`src/rtl/fm_param_loader.sv`:
```
// fm_param_loader
// Host-facing control stage for fm_generator. A serial write frame
// (8-bit address, 32-bit data, MSB first) updates shadow copies of the
// FM tuning words. A commit write copies every shadow into the active
// outputs at once and pulses o_update in that same cycle.
//
// Ports
//   i_ref_clk              system clock
//   i_resetb               asynchronous active-low reset
//   i_sck, i_cs_n, i_mosi  asynchronous serial interface, synchronized here
//   o_carrier_increment    active carrier centre increment (ACC_W-1 bits)
//   o_modulation_increment active modulation increment (ACC_W-1 bits)
//   o_deviation            active deviation (DEV_W bits)
//   o_ce                   generator clock enable
//   o_update               one-cycle pulse when the active words are loaded
//   o_frame_err            one-cycle pulse when a frame is rejected
//   o_err_count            saturating count of rejected frames
//   o_miso                 read data, present only with FM_PARAM_READBACK_EN
//
// Build option: define FM_PARAM_READBACK_EN to add the o_miso read-back
// path. An address with bit7 set then reads the active word at addr[6:0].
module fm_param_loader #(
  parameter int ACC_W       = 32,
  parameter int DEV_W       = 17,
  parameter int RST_CARRIER = 200000000,
  parameter int RST_MOD     = 66770,
  parameter int RST_DEV     = 4,
  parameter int ERR_CNT_W   = 8
) (
  input  logic                 i_ref_clk,
  input  logic                 i_resetb,
  input  logic                 i_sck,
  input  logic                 i_cs_n,
  input  logic                 i_mosi,
  output logic [ACC_W-2:0]     o_carrier_increment,
  output logic [ACC_W-2:0]     o_modulation_increment,
  output logic [DEV_W-1:0]     o_deviation,
  output logic                 o_ce,
  output logic                 o_update,
  output logic                 o_frame_err,
  output logic [ERR_CNT_W-1:0] o_err_count
`ifdef FM_PARAM_READBACK_EN
  ,
  output logic                 o_miso
`endif
);

  localparam logic [ACC_W-2:0] RST_CAR_V = (ACC_W-1)'(RST_CARRIER);
  localparam logic [ACC_W-2:0] RST_MOD_V = (ACC_W-1)'(RST_MOD);
  localparam logic [DEV_W-1:0] RST_DEV_V = DEV_W'(RST_DEV);

  typedef enum logic [1:0] {IDLE, SHIFT, CHECK} state_t;

  state_t state_q, state_d;

  logic [1:0] sckSync_q, csSync_q, mosiSync_q;
  logic       sckPrev_q;
  logic [1:0] settle_q;
  logic       idleHigh_q, idleHigh_d;

  logic [5:0]           bitCnt_q, bitCnt_d;
  // Only the low ACC_W-1 data bits are ever used, so older bits simply
  // fall off the top; the address is captured separately on bit 8.
  logic [ACC_W-2:0]     shift_q, shift_d;
  logic [7:0]           addr_q, addr_d;
  logic [ACC_W-2:0]     carShadow_q, carShadow_d, modShadow_q, modShadow_d;
  logic [DEV_W-1:0]     devShadow_q, devShadow_d;
  logic [ACC_W-2:0]     carrier_q, carrier_d, modulation_q, modulation_d;
  logic [DEV_W-1:0]     deviation_q, deviation_d;
  logic                 ce_q, ce_d, update_q, update_d;
  logic [ERR_CNT_W-1:0] errCnt_q, errCnt_d;
  logic                 frameErr, writeFrame;

  logic sckRise, sckFall, csLevel, mosiBit;

  assign sckRise = sckSync_q[1] & ~sckPrev_q;
  assign sckFall = ~sckSync_q[1] & sckPrev_q;
  assign csLevel = csSync_q[1];
  assign mosiBit = mosiSync_q[1];

`ifdef FM_PARAM_READBACK_EN
  assign writeFrame = ~addr_q[7];
`else
  assign writeFrame = 1'b1;
`endif

  // Two-flop synchronizers plus the sck edge history. settle_q marks when
  // the cs_n synchronizer output reflects the real pin rather than its reset
  // value, so a cs_n held low through reset is not mistaken for a new frame.
  always_ff @(posedge i_ref_clk or negedge i_resetb) begin
    if (!i_resetb) begin
      sckSync_q  <= 2'b00;
      csSync_q   <= 2'b11;
      mosiSync_q <= 2'b00;
      sckPrev_q  <= 1'b0;
      settle_q   <= 2'b00;
    end else begin
      sckSync_q  <= {sckSync_q[0], i_sck};
      csSync_q   <= {csSync_q[0], i_cs_n};
      mosiSync_q <= {mosiSync_q[0], i_mosi};
      sckPrev_q  <= sckSync_q[1];
      settle_q   <= {settle_q[0], 1'b1};
    end
  end

  // Frame FSM, shadow/active registers and error accounting.
  // A frame only starts after cs_n has been seen genuinely high (idleHigh).
  always_comb begin
    state_d      = state_q;
    idleHigh_d   = idleHigh_q;
    bitCnt_d     = bitCnt_q;
    shift_d      = shift_q;
    addr_d       = addr_q;
    carShadow_d  = carShadow_q;
    modShadow_d  = modShadow_q;
    devShadow_d  = devShadow_q;
    carrier_d    = carrier_q;
    modulation_d = modulation_q;
    deviation_d  = deviation_q;
    ce_d         = ce_q;
    update_d     = 1'b0;
    errCnt_d     = errCnt_q;
    frameErr     = 1'b0;

    if (settle_q[1] && csLevel) idleHigh_d = 1'b1;

    case (state_q)
      IDLE: begin
        bitCnt_d = '0;
        if (idleHigh_q && !csLevel) begin
          state_d    = SHIFT;
          idleHigh_d = 1'b0;
        end
      end
      SHIFT: begin
        if (sckRise) begin
          shift_d = {shift_q[ACC_W-3:0], mosiBit};
          if (bitCnt_q == 6'd7) addr_d = {shift_q[6:0], mosiBit};
          if (bitCnt_q != 6'd41) bitCnt_d = bitCnt_q + 6'd1;
        end
        if (csLevel) state_d = CHECK;
      end
      CHECK: begin
        state_d = IDLE;
        if (bitCnt_q == 6'd40) begin
          if (writeFrame) begin
            case (addr_q)
              8'h00: carShadow_d = shift_q;
              8'h01: modShadow_d = shift_q;
              8'h02: devShadow_d = shift_q[DEV_W-1:0];
              8'h03: begin
                ce_d = shift_q[0];
                if (shift_q[1]) begin
                  carrier_d    = carShadow_q;
                  modulation_d = modShadow_q;
                  deviation_d  = devShadow_q;
                  update_d     = 1'b1;
                end
              end
              default: ;
            endcase
          end
        end else begin
          frameErr = 1'b1;
          if (errCnt_q != '1) errCnt_d = errCnt_q + 1'b1;
        end
      end
      default: state_d = IDLE;
    endcase
  end

  always_ff @(posedge i_ref_clk or negedge i_resetb) begin
    if (!i_resetb) begin
      state_q      <= IDLE;
      idleHigh_q   <= 1'b0;
      bitCnt_q     <= '0;
      shift_q      <= '0;
      addr_q       <= '0;
      carShadow_q  <= RST_CAR_V;
      modShadow_q  <= RST_MOD_V;
      devShadow_q  <= RST_DEV_V;
      carrier_q    <= RST_CAR_V;
      modulation_q <= RST_MOD_V;
      deviation_q  <= RST_DEV_V;
      ce_q         <= 1'b0;
      update_q     <= 1'b0;
      errCnt_q     <= '0;
    end else begin
      state_q      <= state_d;
      idleHigh_q   <= idleHigh_d;
      bitCnt_q     <= bitCnt_d;
      shift_q      <= shift_d;
      addr_q       <= addr_d;
      carShadow_q  <= carShadow_d;
      modShadow_q  <= modShadow_d;
      devShadow_q  <= devShadow_d;
      carrier_q    <= carrier_d;
      modulation_q <= modulation_d;
      deviation_q  <= deviation_d;
      ce_q         <= ce_d;
      update_q     <= update_d;
      errCnt_q     <= errCnt_d;
    end
  end

  assign o_carrier_increment    = carrier_q;
  assign o_modulation_increment = modulation_q;
  assign o_deviation            = deviation_q;
  assign o_ce                   = ce_q;
  assign o_update               = update_q;
  assign o_frame_err            = frameErr;
  assign o_err_count            = errCnt_q;

`ifdef FM_PARAM_READBACK_EN
  logic [31:0] readWord, readShift_q, readShift_d;
  logic        readActive_q, readActive_d;

  // The read word is loaded on the sck fall after the 8th address bit so
  // the host sees data bit 31 before its 9th rising edge; each later fall
  // moves the next bit up. The output is forced low outside the data phase.
  always_comb begin
    readWord     = '0;
    readShift_d  = readShift_q;
    readActive_d = readActive_q;
    case (addr_q[6:0])
      7'h00:   readWord = 32'(carrier_q);
      7'h01:   readWord = 32'(modulation_q);
      7'h02:   readWord = 32'(deviation_q);
      7'h03:   readWord = 32'(ce_q);
      default: readWord = '0;
    endcase
    if (state_q != SHIFT) begin
      readActive_d = 1'b0;
    end else if (sckFall) begin
      if (bitCnt_q == 6'd8 && addr_q[7]) begin
        readShift_d  = readWord;
        readActive_d = 1'b1;
      end else if (bitCnt_q >= 6'd40) begin
        readActive_d = 1'b0;
      end else begin
        readShift_d = {readShift_q[30:0], 1'b0};
      end
    end
  end

  always_ff @(posedge i_ref_clk or negedge i_resetb) begin
    if (!i_resetb) begin
      readShift_q  <= '0;
      readActive_q <= 1'b0;
    end else begin
      readShift_q  <= readShift_d;
      readActive_q <= readActive_d;
    end
  end

  assign o_miso = readActive_q & readShift_q[31];
`endif

endmodule

```
`config.mk`:
```
export PLATFORM = sky130hd
export DESIGN_NAME = fm_param_loader
export DESIGN_NICKNAME = d
export VERILOG_FILES = /design/src/rtl/fm_param_loader.sv
export SDC_FILE = /design/constraint.sdc
export NUM_CORES = 1
export LEC_CHECK = 0
export CAP_MARGIN = 10
export CELL_PAD_IN_SITES_DETAIL_PLACEMENT = 1
export CELL_PAD_IN_SITES_GLOBAL_PLACEMENT = 2
export CORE_ASPECT_RATIO = 0.6
export CORE_MARGIN = 8
export CORE_UTILIZATION = 44
export DETAILED_ROUTE_END_ITERATION = 8
export PLACE_DENSITY_LB_ADDON = 0.1
export SYNTH_ARGS = -nofsm -noshare
export SYNTH_HDL_FRONTEND = slang
export SYNTH_SLANG_ARGS = --single-unit
```
`constraint.sdc`:
```
create_clock -name i_ref_clk -period 3.75 [get_ports i_ref_clk]
set_input_delay 0.375 -clock i_ref_clk [delete_from_list [all_inputs] [get_ports i_ref_clk]]
set_output_delay 0.375 -clock i_ref_clk [all_outputs]
set_load 0.05 [all_outputs]
```
Word-level counts from Yosys, hierarchy flattened

Index checks and enable logic that the tools add are counted.

Bits in writable memories: 0
Output and inout bits: 90
Logic and storage cells: 68
Memories kept: 0
Bits in read-only memories: 0
Latch bits: 0
Input port bits: 5
Bits in registers: 225

$add $sub $neg: 2
$mul: 0
Div/mod/pow operators: 0
Reductions and logical operators: 16
Shift operators: 0
Multiplexer cells: 15
Eq/ne operators: 13
$lt $le $gt $ge: 0
Bitwise gates (word level): 3

Operators by type and width:

| operator            | number |
|---|---|
| $reduce_and 3->1    | 7 |
| $eq 8x2->1 const B  | 2 |
| $mux 6              | 2 |
| $pmux 6 s2          | 1 |
| $mux 1              | 9 |
| $add 8x1->8 const B | 1 |
| $eq 8x1->1 const B  | 1 |
| $logic_not 8->1     | 1 |
| $ne 2x2->1 const B  | 4 |
| $ne 8x8->1 const B  | 1 |
| $add 6x1->6 const B | 1 |
| $eq 6x3->1 const B  | 1 |
| $eq 6x6->1 const B  | 1 |
| $ne 6x6->1 const B  | 1 |
| $mux 2              | 2 |
| $pmux 2 s2          | 1 |
| $reduce_and 2->1    | 2 |
| $reduce_and 4->1    | 1 |
| $eq 2x1->1 const B  | 1 |
| $eq 2x2->1 const B  | 1 |
| $logic_and 1x1->1   | 2 |
| $logic_not 2->1     | 1 |
| $not 1->1           | 2 |
| $reduce_bool 2->1   | 1 |
| 2 further kinds     | 2 |

Logic depth before layout (Yosys ltp)

Depth in word-level cells: 4
Depth in mapped cells: 8
Gate-level depth less buffers: 6

Worst setup path after synthesis

No wires, ideal clock.

Path kind: register to register
Start: reg bitCnt_q[3]
End: reg errCnt_q[1], in the netlist o_err_count[1]
Library setup time: 125 ps
Arrival: 2190 ps
Cell stages (with the launch flop): 5
Period minus slack after synthesis: 2315 ps
Buffers on the path: 0
Required time: 3625 ps
Setup slack: 1435 ps
Path through: dfrtp_1 > and4bb_2 > a21oi_1 > nand2b_1 > mux2_2

Word-level cells in the longest chain between the ends: 3

RTL lines:

| element                    | line | RTL |
|---|---|---|
| from (decl)                | 61   | `logic [5:0] bitCnt_q, bitCnt_d;` |
| from (signal assigned)     | 191  | `bitCnt_q <= bitCnt_d;` |
| $eq 6x6->1                 | 145  | `if (bitCnt_q == 6'd40) begin` |
| $not 1->1 (no line)        | n/a  |  |
| $reduce_and 3->1 (no line) | n/a  |  |
| to (signal assigned)       | 202  | `errCnt_q <= errCnt_d;` |
| to (decl)                  | 71   | `logic [ERR_CNT_W-1:0] errCnt_q, errCnt_d;` |

No other way between the ends.
A chain may end at the register's enable or synchronous reset.

Final worst setup path

Start: reg state_q[1]
End: out o_frame_err

Word-level cells in the longest chain between the ends: 2

RTL lines:

| element                | line | RTL |
|---|---|---|
| from (decl)            | 54   | `state_t state_q, state_d;` |
| from (signal assigned) | 189  | `state_q <= state_d;` |
| $eq 2x2->1             | 127  | `case (state_q)` |
| $mux 1                 | 127  |  |
| to (decl)              | 40   | `output logic o_frame_err,` |

No other way between the ends.

==> flow_metrics.py <==
metrics = {
    "run_status": {
        "status": "finished clean",
    },
    "synthesis": {
        "synth.net_count": 540,
        "synthesis.area_um2": 8650,
        "synthMuxAreaShare": 0.263,
        "synth_edf_count": 0,
        "yosysUniqueCellTypes": 45,
        "synth_top_family_by_area": "multiplexers",
        "synth_cells": 531,
        "synth_most_common_cell": "mux2_2",
        "synthAdderAreaFrac": 0.00579,
        "synth_xor_area_frac": 0.00506,
        "postSynth.asyncResetShare": 1.00,
        "syn_avg_cell_area_um2": 16.3,
        "synthSimpleGateAreaFrac": 0.0370,
        "synth_top_area_frac": 0.535,
        "synth_area_leaders": "dfrtp_1 (54%), mux2_2 (24%), dfstp_2 (12%)",
        "synth_seq_cells": 225,
        "synth_flop_cell": "dfrtp_1",
        "yosysTopAreaCell": "dfrtp_1",
        "yosys_warnings": 0,
        "synth-compound-area-share": 0.0162,
        "yosys-top-cells-count": "mux2_2 (188), dfrtp_1 (185), dfstp_2 (40), nand2_1 (12), buf_2 (10)",
        "yosysSeqAreaShare": 0.657,
    },
    "clock_tree": {
        "tritoncts": "built",
        "htree_num_levels": 1,
        "clkLatencyLatePin_ps": 500,
        "cts.path.max_buffers": 3,
        "cts_root_buf": "clkbuf_16",
        "clk_pin_slew_ps": 60,
        "clock-sinks": 225,
        "numCtsBuffers": 22,
    },
    "die": {
        "die_w_um": 197,
        "core_area_um2": 19100,
        "dieArea_um2": 24500,
        "pin_count": 95,
        "die_h_um": 125,
        "row_count": 39,
        "start_util": 0.452,
    },
    "cells_and_area": {
        "postLayoutCellArea_um2": 10600,
        "area_growth_pct": 22.9,
        "fillCellCount": 1799,
        "post-route-util": 0.556,
        "drive_above_1_share": 0.438,
        "antenna_cells": 0,
        "layout.cells.non_filler": 916,
        "fin_nets": 644,
    },
    "timing": {
        "slew_violations": 0,
        "timing.final.hold_violations": 0,
        "tightest_slew_ps": 733,
        "finalCritPeriodShare": 0.818,
        "fmax_mhz": 326,
        "setup_ws_ps": 683,
        "slew_headroom": 0.510,
        "rsz0062_at_grt": "no",
        "skew_ps": 12.5,
        "fin_crit_ps": 3070,
        "setup_viol": 0,
        "tns_ps": 0,
    },
    "grt": {
        "grt_usage": 0.148,
        "grt_pass1_vias": 5184,
        "grt_first_pass_wirelength_um": 29700,
        "globalRoute.totalOverflow": 0,
        "antenna_found_initial": 0,
        "grt_max_degree": 98,
    },
    "placed_design": {
        "dp.cells": 876,
        "dpl.hpwl_um": 11300,
        "io_buffers": 94,
        "pre_cts_ws_ps": 1100,
        "placed_area_um2": 9910,
        "globalplace.congestion": 0.740,
    },
    "route": {
        "route.detailed.drc": 0,
        "vias": 4630,
        "viasPerCell": 5.05,
        "wire_per_inst_um": 19.2,
        "dr.pass1.iters": 4,
        "drt_wl_total_um": 17600,
        "drtIter0Drc": 199,
        "ant_nets": 0,
    },
    "hold_path": {
        "hold_path_class": "in2reg",
        "hold_path.startpoint": "i_cs_n",
    },
    "setup_path": {
        "r2r_start": "state_q[1]",
        "required_ps": 3380,
        "path_class": "reg2out",
        "crit_arrival_ps": 2690,
        "end_kind": "output pin",
        "startpoint": "state_q[1]",
        "worst_setup_path_start_kind": "flip-flop",
        "cp_max_fo": 15,
    },
    "pwr": {
        "leakagePower_nw": 5.09,
        "p_per_area_nw_per_um2": 471,
        "peakVddDrop_mv": 0.287,
    },
    "flow_run": {
        "max-cap-violations": 0,
    },
}
[power by group]
part / switching (mW) / total, mW / internal, mW
clock: 0.896 / 2.16 / 1.27
combinational: 0.177 / 0.271 / 0.0938
sequential: 0.0890 / 2.57 / 2.48
[layout make-up]
class,instances,area (um2),share of cell area
Sequential cell,225,5680,0.534
Multi-Input combinational cell,280,2850,0.268
Timing Repair Buffer,101,1040,0.0977
Clock buffer,32,649,0.0611
Tap cell,266,333,0.0313
Clock inverter,7,60.1,0.00565
Inverter,5,18.8,0.00176
[metal layers]
metal  GRT usage  vias to the layer above  wire [um]
li1            -                     2105          -
met1       0.209                     2435       8420
met2       0.230                       65       8170
met3      0.0332                       25        745
met4      0.0304                        0        289
met5           0                        -          0
[critical path, cell delays in order (launching register included)]
cell	delay, ps
dfrtp_1	690
nand2b_1	130
a21oi_1	450
clkdlybuf4s50_1	910
[registers in the layout, indices dropped and copies added, names as in the netlist, 2 cells and up]
register                count
csSync_q                    2
addr_q                      8
o_err_count                 8
state_q                     2
settle_q                    2
modShadow_q                31
carShadow_q                31
bitCnt_q                    6
devShadow_q                17
o_carrier_increment        31
sckSync_q                   2
shift_q                    31
o_modulation_increment     31
mosiSync_q                  2
o_deviation                17
[through the flow]
stage	hold WS, ps	power [mW]
2_1_floorplan	79.4	2.73
3_3_place_gp	335	2.88
3_5_place_dp	339	2.89
4_1_cts	268	5.07
5_1_grt	279	5.20
6_report	284	5.00
[logic make-up (layout without fill, tap and decap cells)]
family,count (synthesis),count (layout)
simple gates,52,52
xor+xnor,5,5
fa+ha+maj,4,4
compound gates,19,19
mux,199,199
flops,225,225
buf+inv,26,145
other cells,1,1
[cell usage in the layout (no fill, tap or decap), drive strengths merged, types with 2 or more instances in the layout]
cell type | synthesis | routed
xnor2 | 2 | 2
nand2b | 3 | 3
a22o | 2 | 2
nand4 | 4 | 4
inv | 5 | 5
nor2 | 8 | 8
dfrtp | 185 | 185
nor4bb | 2 | 2
nor3 | 5 | 5
and4 | 2 | 2
nand3b | 3 | 3
xor2 | 3 | 3
mux2 | 199 | 199
and3 | 2 | 2
nand2 | 12 | 12
clkbuf | 6 | 32
o21ai | 2 | 2
ha | 4 | 4
dfstp | 40 | 40
a31oi | 2 | 2
clkdlybuf4s50 | 0 | 93
clkinv | 0 | 6
buf | 15 | 7
a21oi | 4 | 4
o311ai | 3 | 3
nand3 | 4 | 4
[final timing paths]
path                                              to  slack (ps)  cells past startpoint
setup / recovery                         o_frame_err         680                      3
min in group asynchronous             o_deviation[8]         430                      2
max in group asynchronous  o_modulation_increment[8]        2220                      3
hold / removal                           csSync_q[0]         280                      1
setup reg to reg           o_modulation_increment[8]        1100                      5
hold reg to reg                        mosiSync_q[1]         350                      0
[repair_timing]
action                                 4_1_cts  5_1_grt
setup buffers                                0        0
gates resized for setup                      0        0
endpoints found under the hold margin       71        0
hold buffers                                 1        0
setup endpoints to repair                    0        0
No activity file was read; power rests on OpenSTA's default activity.
